### src/rtl/bit_slice_1bit_if.sv
// bit_slice_1bit_if: operand, opcode and result signals of one ALU bit slice
interface bit_slice_1bit_if;
  logic       a;
  logic       b;
  logic       cin;
  logic [2:0] ctrl;
  logic       res;
  logic       cout;
  modport master (output a, b, cin, ctrl, input res, cout);
  modport slave  (input a, b, cin, ctrl, output res, cout);
endinterface

### src/rtl/bit_slice_1bit.sv
// bit_slice_1bit: one ALU bit with a registered result and a combinational ripple carry
module bit_slice_1bit (
  input logic             clk,
  input logic             reset_n,
  bit_slice_1bit_if.slave bus
);
  logic bb, s, c, arith, out_d, out_q;
  always_comb begin
    bb    = bus.b ^ (bus.ctrl[0] & ~bus.ctrl[2]);
    s     = bus.a ^ bb ^ bus.cin;
    c     = (bus.a & bb) | (bus.a & bus.cin) | (bb & bus.cin);
    arith = ~bus.ctrl[2] & ~(bus.ctrl[1] & ~bus.ctrl[0]);
    out_d = bus.ctrl[2] ? (bus.ctrl[1] ? (bus.ctrl[0] ? ~(bus.a | bus.b) : (bus.a | bus.b))
                                       : (bus.ctrl[0] ? ~(bus.a & bus.b) : (bus.a & bus.b)))
                        : (arith ? s : (bus.a ^ bus.b));
  end
  always_ff @(posedge clk)
    out_q <= reset_n ? out_d : 1'b0;
  assign bus.res  = out_q;
  assign bus.cout = arith & c;
endmodule

### src/flat_wrapper.sv
// flat-port wrapper written by rule: the top's interface ports become plain ports
module bit_slice_1bit_flat 
  (clk, reset_n, bus_a, bus_b, bus_cin, bus_ctrl, bus_res, bus_cout);
  bit_slice_1bit_if bus_i ();
  input logic clk;
  input logic reset_n;
  input wire logic [$bits(bus_i.a)-1:0] bus_a;
  input wire logic [$bits(bus_i.b)-1:0] bus_b;
  input wire logic [$bits(bus_i.cin)-1:0] bus_cin;
  input wire logic [$bits(bus_i.ctrl)-1:0] bus_ctrl;
  output wire logic [$bits(bus_i.res)-1:0] bus_res;
  output wire logic [$bits(bus_i.cout)-1:0] bus_cout;
  assign bus_i.a = bus_a;
  assign bus_i.b = bus_b;
  assign bus_i.cin = bus_cin;
  assign bus_i.ctrl = bus_ctrl;
  assign bus_res = bus_i.res;
  assign bus_cout = bus_i.cout;
  bit_slice_1bit u_core (.clk(clk), .reset_n(reset_n), .bus(bus_i));
endmodule
### config.mk
export PLATFORM = sky130hd
export DESIGN_NAME = bit_slice_1bit_flat
export DESIGN_NICKNAME = d
export VERILOG_FILES = /design/src/rtl/bit_slice_1bit_if.sv /design/src/rtl/bit_slice_1bit.sv /design/src/flat_wrapper.sv
export SDC_FILE = /design/constraint.sdc
export NUM_CORES = 1
export LEC_CHECK = 0
export ABC_AREA = 1
export CAP_MARGIN = 30
export CELL_PAD_IN_SITES_DETAIL_PLACEMENT = 0
export CELL_PAD_IN_SITES_GLOBAL_PLACEMENT = 1
export CORE_AREA = 2 2 39 41
export DETAILED_ROUTE_END_ITERATION = 10
export DIE_AREA = 0 0 41 43
export GPL_TIMING_DRIVEN = 0
export PLACE_DENSITY_LB_ADDON = 0.3
export SETUP_SLACK_MARGIN = 0.05
export SLEW_MARGIN = 10
export SYNTH_ARGS = -nofsm -noshare
export SYNTH_HDL_FRONTEND = slang
export SYNTH_SLANG_ARGS = --single-unit
export TNS_END_PERCENT = 5
### constraint.sdc
create_clock -name clk -period 1.65 [get_ports clk]
set_input_delay 0.33 -clock clk [delete_from_list [all_inputs] [get_ports clk]]
set_output_delay 0.33 -clock clk [all_outputs]
set_load 0.02 [all_outputs]
==> impl_metrics.csv, run 1 <==
group,metric,value,unit
routing,drc,0,
clock_tree,ctsHoldBuffers,0,
global_routing,track_usage,5.20,%
logic_synthesis,ys_types,13,
logic_synthesis,syn_avg_cell_area,6.30,sq um
power_and_ir_drop,p_comb_share,72.9,%
power_and_ir_drop,power.density,327,nW/um^2
routing,wl_per_cell,7.24,microns
global_routing,antenna_found_initial,0,
setup_path,required,1320,ps
placement,dp_hpwl,349,microns
timing,slew_headroom,86.3,%
setup_path,worst_path_max_delay_cell,"fa_2",
timing,tightest_slew,205,ps
logic_synthesis,ys.warnings.count,0,
job,maxCapViolCount,0,
layout,synthToLayoutAreaGrowth,70.5,%
placement,port_buffers,9,
layout,diodes,0,
logic_synthesis,synth_seq_cells,1,
routing,first_pass_iters,1,
die,die_h,43,microns
setup_path,crit_chain,"buf_8, nand2_2, xor2_1, inv_1, fa_2, nand2_1, nor2_1, buf_4",
timing,fin_crit,1600,ps
timing,rsz0062_at_grt,"true",
power_and_ir_drop,power_frac_seq,27.1,%
setup_path,cp-start-kind,"input port",
routing,drtIter0Drc,0,
global_routing,grt_overflow_total,0,
clock_tree,clkTransAtPathRegs,0,ps
power_and_ir_drop,leakage,0.158,nW
global_routing,grt_max_degree,6,
die,die_area,1760,sq um
die,core_area,1380,sq um
timing,tns,0,ps
setup_path,cp_max_fo,5,
setup_path,max_stage_delay,310,ps
die,fp.dieW,41,microns
power_and_ir_drop,switching_share,34.0,%
die,initial_core_util,13.2,%
routing,vias_per_cell,3.49,
power_and_ir_drop,switching_power,0.0346,mW
global_routing,first_global_vias,176,
run_status,status,"finished clean",
power_and_ir_drop,power_frac_clock,0,%
logic_synthesis,syn_nets,40,
setup_path,arrival,1270,ps
placement,dpl-instance-area,293,sq um
placement,place_congestion,0.651,
timing,drv_slew,0,
layout,layout.nets,52,
routing,wl,398,microns
setup_path,cp_top_family,"buffers and inverters",
setup_path,crit_buf_inv,3,
layout,drive_gt1_share,30.8,%
layout,post-route-cell-area,312,sq um
timing,period_share,96.9,%
worst_hold_path,min_path_type,"input port to flip-flop",
timing,finalSetupViolCount,0,
timing,clock.fmax,0.625,GHz
power_and_ir_drop,power,0.102,mW
setup_path,path_class,"input port to output port",
die,rows,14,
logic_synthesis,ys_seq_area_share,11.0,%
layout,largest_register_ff_count,1,
routing,drtAntennaViolNets,0,
timing,finalHoldViolations,0,
power_and_ir_drop,p_int,0.0673,mW
logic_synthesis,syn_area,183,sq um
global_routing,grt_pass1_wl,703,microns
logic_synthesis,syn-instance-count,29,
setup_path,cp-end-kind,"output port",
die,io_pins,10,
power_and_ir_drop,peakVddDrop,0.0837,mV
routing,vias,192,
power groups by stage:
| stage | logic, mW | clock network [mW] | registers [mW] |
|---|---|---|---|
| after floorplan | 0.0325 | 0 | 0.0309 |
| after global placement | 0.0705 | 0 | 0.0277 |
| after detailed placement | 0.0702 | 0 | 0.0276 |
| after CTS | 0.0692 | 0 | 0.0276 |
| after global routing | 0.0850 | 0 | 0.0279 |
| final | 0.0743 | 0 | 0.0276 |
area by class of cell:
cell class                 instances  area, sq um
multi-input combinational         19          138
sequential                         1         20.0
tap                               16         20.0
fill                             155         1070
inverter                           9         36.3
timing repair buffer              10         97.6
layout by cell type, fill, tap and decap left out, types with 2 or more instances in the layout:
master and n:
nand3_1 3, buf_4 2, nand2_1 6, inv_1 7
buf_8 2, clkdlybuf4s50_1 3, dlygate4sd2_1 2, ha_1 2
repair_timing:
item	in CTS	in global routing
setup endpoints to repair	2	2
pin swaps	3	1
gates cloned	0	0
buffers inserted	1	0
gates resized for setup	22	7
synthesized netlist by cell type, drive strengths merged:
library cell	n	area, sq um
xor2	1	8.76
inv	9	33.8
fa	1	20.0
nand2	7	26.3
nand3b	1	7.51
o21bai	1	11.3
ha	2	25.0
a21oi	1	5.00
nor2	2	10.0
dfxtp	1	20.0
nand3	3	15.0
cells by family (layout without fill, tap and decap cells):
kind of cell	after synthesis	after routing	share of synthesized area, %
AO/OA/AOI/OAI	2	2	8.90
XOR/XNOR	1	1	4.80
adder cells (fa/ha/maj)	3	3	24.7
buffers and inverters	9	19	18.5
flip-flops	1	1	11.0
AND/OR/NAND/NOR	13	13	32.2
final timing paths:
kind	startpoint	to	slack (ps)	cells after the start
setup / recovery	bus_ctrl[0]	bus_cout	50	8
hold / removal	bus_ctrl[2]	u_core.bus.res	620	3
routing by layer:
layer | track usage, % | wire length (microns) | up-vias
met3 | 0 | 5 | 0
met2 | 9.38 | 231 | 2
met1 | 6.98 | 162 | 85
met4 | 0 | 0 | 0
met5 | 0 | 0 | -
li1 | - | - | 105
metrics by stage:
step	setup WS (ps)	util, %	cells	hold WS, ps
floorplan	191	-	29	439
detailed placement	-874	21.2	54	875
global route	-22.8	22.5	55	651
global placement	-872	21.2	54	870
finish	51.2	22.5	55	622
CTS	4.43	21.2	55	634
No activity file was read; power rests on OpenSTA's default activity.
==> run 2, diff against run 1 <==
Settings changed: ABC_CLOCK_PERIOD_IN_PS set to 1650, SKIP_CTS_REPAIR_TIMING set to 1.
==> impl_metrics.csv, run 2 (synthesis results as in run 1) <==
group,metric,value,unit
timing,drv_slew,0,
routing,wl,419,microns
run_status,failed_checks,"negative setup slack",
setup_path,max_stage_delay,360,ps
global_routing,grt_overflow_total,0,
routing,wl_per_cell,7.48,microns
setup_path,crit_chain,"buf_8, inv_4, nand2_2, xor2_1, inv_1, fa_2, nand2_1, nor2_1, buf_4",
power_and_ir_drop,power_frac_seq,25.7,%
power_and_ir_drop,power.density,322,nW/um^2
layout,post-route-cell-area,333,sq um
layout,diodes,0,
layout,final_common_cell,"inv_1",
layout,n_fill_cell,149,
setup_path,worst_path_max_delay_cell,"fa_2",
routing,drtIter0Drc,0,
global_routing,grt_max_degree,6,
setup_path,cp_max_fo,3,
timing,finalHoldViolations,0,
die,die_area,1760,sq um
job,maxCapViolCount,0,
timing,rsz0062_at_grt,"true",
layout,fin_util,24.1,%
routing,drtAntennaViolNets,0,
timing,clock.fmax,0.598,GHz
setup_path,cp-end-kind,"output port",
power_and_ir_drop,switching_power,0.0367,mW
power_and_ir_drop,power_frac_clock,0,%
die,fp.dieW,41,microns
global_routing,antenna_found_initial,0,
setup_path,arrival,1340,ps
setup_path,cp-startpoint,"bus_ctrl[2]",
timing,hold_slack,623,ps
timing,finalSetupViolCount,1,
setup_path,cp-start-kind,"input port",
power_and_ir_drop,leakage,0.180,nW
placement,dpl-instance-area,293,sq um
global_routing,grt_pass1_wl,676,microns
die,rows,14,
power_and_ir_drop,peakVddDrop,0.0922,mV
power_and_ir_drop,switching_share,34.2,%
worst_hold_path,min_path_type,"input port to flip-flop",
setup_path,crit_end,"bus_cout",
die,io_pins,10,
layout,drive_gt1_share,32.5,%
placement,port_buffers,9,
power_and_ir_drop,p_comb_share,74.3,%
power_and_ir_drop,p_int,0.0705,mW
routing,vias_per_cell,3.48,
placement,dp_hpwl,349,microns
routing,vias,195,
layout,final_cell_count_no_fill,56,
layout,largest_register_ff_count,1,
timing,period_share,101,%
timing,slew_headroom,86.3,%
die,initial_core_util,13.2,%
global_routing,first_global_vias,173,
placement,place_congestion,0.651,
layout,layout.nets,53,
routing,first_pass_iters,1,
global_routing,track_usage,5.00,%
routing,drc,0,
clock_tree,clkTransAtPathRegs,0,ps
die,core_area,1380,sq um
run_status,status,"finished with violations",
layout,synthToLayoutAreaGrowth,82.2,%
placement,dp.cells,54,
timing,tightest_slew,205,ps
setup_path,required,1320,ps
timing,fin_ws,-21.2,ps
layout,final_cell_mix,"7 x inv_1, 6 x nand2_1, 4 x clkdlybuf4s50_1, 3 x buf_4",
die,die_h,43,microns
setup_path,path_class,"input port to output port",
timing,fin_crit,1670,ps
## run 2: cell count changes in the layout (fill, tap and decap cells not counted)
cell / before / now
buf_4: 2 / 3
buf_2: 1 / 0
nand3_2: 0 / 1
clkdlybuf4s50_1: 3 / 4
buf_8: 2 / 1
dlymetal6s2s_1: 0 / 2
buf_6: 0 / 1
dlygate4sd2_1: 2 / 0
nand3_1: 3 / 2
## run 2: routing by layer
metal | up-vias | global-route usage (%) | share of wire, %
met5 | - | 0 | 0
met4 | 0 | 0 | 0
met3 | 0 | 0 | 1.2
met2 | 2 | 9.06 | 58
met1 | 86 | 6.67 | 40
li1 | 107 | - | -
## run 2: area by class of cell
cell class | count | area, sq um | share of cell area [%]
Inverter | 9 | 36.3 | 10.9
Multi-Input combinational cell | 19 | 143 | 42.9
Sequential cell | 1 | 20.0 | 6.02
Tap cell | 16 | 20.0 | 6.02
Timing Repair Buffer | 11 | 114 | 34.2
## run 2: metrics by stage
stage,worst slack (ps),power (mW),TNS (ps)
final,-21.2,0.107,-21.2
after global routing,-98.7,0.118,-174
after CTS,-877,0.0981,-1300
after detailed placement,-874,0.0978,-1290
after global placement,-872,0.0982,-1280
after floorplan,191,0.0635,0
## run 2: worst min path at each step
| stage | from | end | slack (ps) | cells past startpoint |
|---|---|---|---|---|
| after CTS | reset_n | u_core.bus.res | 880 | 3 |
| after floorplan | reset_n | u_core.bus.res | 440 | 2 |
| final | bus_ctrl[2] | u_core.bus.res | 620 | 3 |
| after global routing | bus_ctrl[2] | u_core.bus.res | 650 | 3 |
| after global placement | reset_n | u_core.bus.res | 870 | 3 |
| after detailed placement | reset_n | u_core.bus.res | 870 | 3 |
## run 2: power groups by stage
stage	sequential [mW]	clock, mW	combinational [mW]
2_1_floorplan	0.0309	0	0.0325
6_report	0.0276	0	0.0796
3_3_place_gp	0.0277	0	0.0705
4_1_cts	0.0276	0	0.0705
5_1_grt	0.0279	0	0.0897
3_5_place_dp	0.0276	0	0.0702
## run 2: worst max-delay path: cells and delay by family
kind | cells | cell delay [ps]
xor+xnor | 1 | 120
fa+ha+maj | 1 | 360
buf+inv | 4 | 380
simple gates | 3 | 150
==> run 3, diff against run 2 <==
Settings changed: ABC_AREA 1 to not set, ABC_CLOCK_PERIOD_IN_PS 1650 to not set.
==> impl_metrics.csv, run 3 <==
group,metric,value,unit
run_status,status,"finished with violations",
run_status,failed_checks,"negative setup slack",
placement,dp_hpwl,321,microns
global_routing,antenna_found_initial,0,
global_routing,grt_pass1_wl,621,microns
timing,finalSetupViolCount,2,
logic_synthesis,yosys.area.top_type,"ha_1",
power_and_ir_drop,power_frac_seq,29.4,%
die,rows,14,
global_routing,track_usage,4.60,%
layout,n_fill_cell,146,
clock_tree,clkTransAtPathRegs,0,ps
die,fp.dieW,41,microns
timing,rsz0062_at_grt,"true",
layout,layout.nets,39,
logic_synthesis,syn-instance-count,17,
power_and_ir_drop,power_frac_clock,0,%
power_and_ir_drop,power,0.0951,mW
routing,first_pass_iters,2,
logic_synthesis,synth_edf_count,0,
layout,synthToLayoutAreaGrowth,93.5,%
routing,drtIter0Drc,1,
worst_hold_path,min_path_type,"input port to flip-flop",
power_and_ir_drop,leakage,0.144,nW
die,io_pins,10,
logic_synthesis,synth_top_area_share,16.3,%
setup_path,arrival,1400,ps
setup_path,cp-start-kind,"input port",
layout,final_cell_mix,"3 x dlymetal6s2s_1, 3 x clkdlybuf4s50_1, 2 x nand2b_1, 2 x ha_1",
logic_synthesis,ys_types,14,
power_and_ir_drop,p_int,0.0667,mW
logic_synthesis,synth_area_leaders,"ha_1 16%, dfxtp_1 13%, fa_1 13%, nand2b_1 8.1%, or4b_1 6.5%",
global_routing,grt_max_degree,6,
placement,place_congestion,0.656,
routing,wl,371,microns
setup_path,crit_buf_inv,2,
logic_synthesis,syn_avg_cell_area,9.05,sq um
power_and_ir_drop,peakVddDrop,0.0928,mV
power_and_ir_drop,switching_share,29.9,%
power_and_ir_drop,switching_power,0.0285,mW
global_routing,grt_overflow_total,0,
routing,drc,0,
timing,tightest_slew,229,ps
layout,largest_register_ff_count,1,
die,initial_core_util,11.1,%
timing,fin_ws,-79.6,ps
logic_synthesis,ys_seq_area_share,13.0,%
power_and_ir_drop,p_comb_share,70.6,%
global_routing,first_global_vias,160,
layout,multi_input_area,149,sq um
logic_synthesis,async_reset_ff_share,0,%
power_and_ir_drop,power.density,319,nW/um^2
placement,port_buffers,9,
timing,period_share,105,%
die,core_area,1380,sq um
timing,drv_slew,0,
setup_path,max_stage_delay,320,ps
die,die_area,1760,sq um
layout,fin_util,21.5,%
logic_synthesis,synth_common_cells,"2 x ha_1, 2 x inv_1, 2 x nand2b_1",
setup_path,cp_max_fo,5,
timing,slew_headroom,84.7,%
setup_path,cp_top_family,"simple AND/OR/NAND/NOR gates",
job,maxCapViolCount,0,
timing,clock.fmax,0.578,GHz
layout,diodes,0,
routing,vias_per_cell,3.67,
setup_path,required,1320,ps
die,die_h,43,microns
setup_path,worst_path_max_delay_cell,"fa_2",
setup_path,crit_chain,"buf_8, and2b_2, xnor2_2, fa_2, nor3b_2, buf_4",
logic_synthesis,syn_area,154,sq um
routing,vias,154,
timing,fin_crit,1730,ps
logic_synthesis,syn_nets,28,
logic_synthesis,synthFlopType,"dfxtp_1",
setup_path,path_class,"input port to output port",
timing,finalHoldViolations,0,
routing,wl_per_cell,8.83,microns
setup_path,cp-end-kind,"output port",
layout,drive_gt1_share,34.6,%
routing,drtAntennaViolNets,0,
logic_synthesis,synth_seq_cells,1,
logic_synthesis,ys.warnings.count,0,
layout,final-seq-area,20.0,sq um
run 3: cell count changes after synthesis, moves of 2 or more:
| cell | change |
|---|---|
| nand3_1 | -2 |
| inv_1 | -6 |
| nand2b_1 | +2 |
| nand2_1 | -7 |
run 3: power by group through the flow:
stage	clock (mW)	combinational (mW)	sequential, mW
after floorplan	0	0.0242	0.0314
after global placement	0	0.0612	0.0280
after detailed placement	0	0.0615	0.0281
after CTS	0	0.0617	0.0281
after global routing	0	0.0754	0.0285
final	0	0.0672	0.0279
run 3: area by class of cell:
type | instances | share of cell area, %
multi-input cells | 14 | 50.0
well taps | 16 | 6.72
repair buffers | 9 | 34.0
inverters | 2 | 2.52
flip-flops and latches | 1 | 6.72
run 3: kinds of logic (layout without fill, tap and decap cells):
group	count (synthesis)	after routing	share of synthesized area, %
DFF	1	1	13.0
adders and majority gates	3	3	29.3
and+or+nand+nor	7	7	32.5
AOI/OAI and AO/OA	3	3	14.6
xor gates and xnor gates	1	1	5.69
buffers and inverters	2	11	4.88
run 3: path summary, 6_finish.rpt:
path | from | to | slack [ps] | depth (start not counted)
setup / recovery | bus_ctrl[2] | bus_cout | -80 | 6
hold / removal | bus_ctrl[2] | u_core.bus.res | 540 | 2
run 3: through the flow:
| stage | instances | cell area, sq um | hold slack, ps | setup TNS (ps) | setup slack [ps] |
|---|---|---|---|---|---|
| after global placement | 42 | 269 | 910 | -1530 | -985 |
| after detailed placement | 42 | 269 | 925 | -1540 | -977 |
| after global routing | 42 | 298 | 556 | -205 | -122 |
| after CTS | 42 | 269 | 929 | -1560 | -988 |
| final | 42 | 298 | 536 | -105 | -79.6 |
| after floorplan | 17 | 159 | 430 | 0 | 110 |
run 3: metal layers:
metal,GRT usage [%],routed length (microns)
met1,7.30,161
met2,6.56,144
met4,0,0
met3,1.05,65
met5,0,0
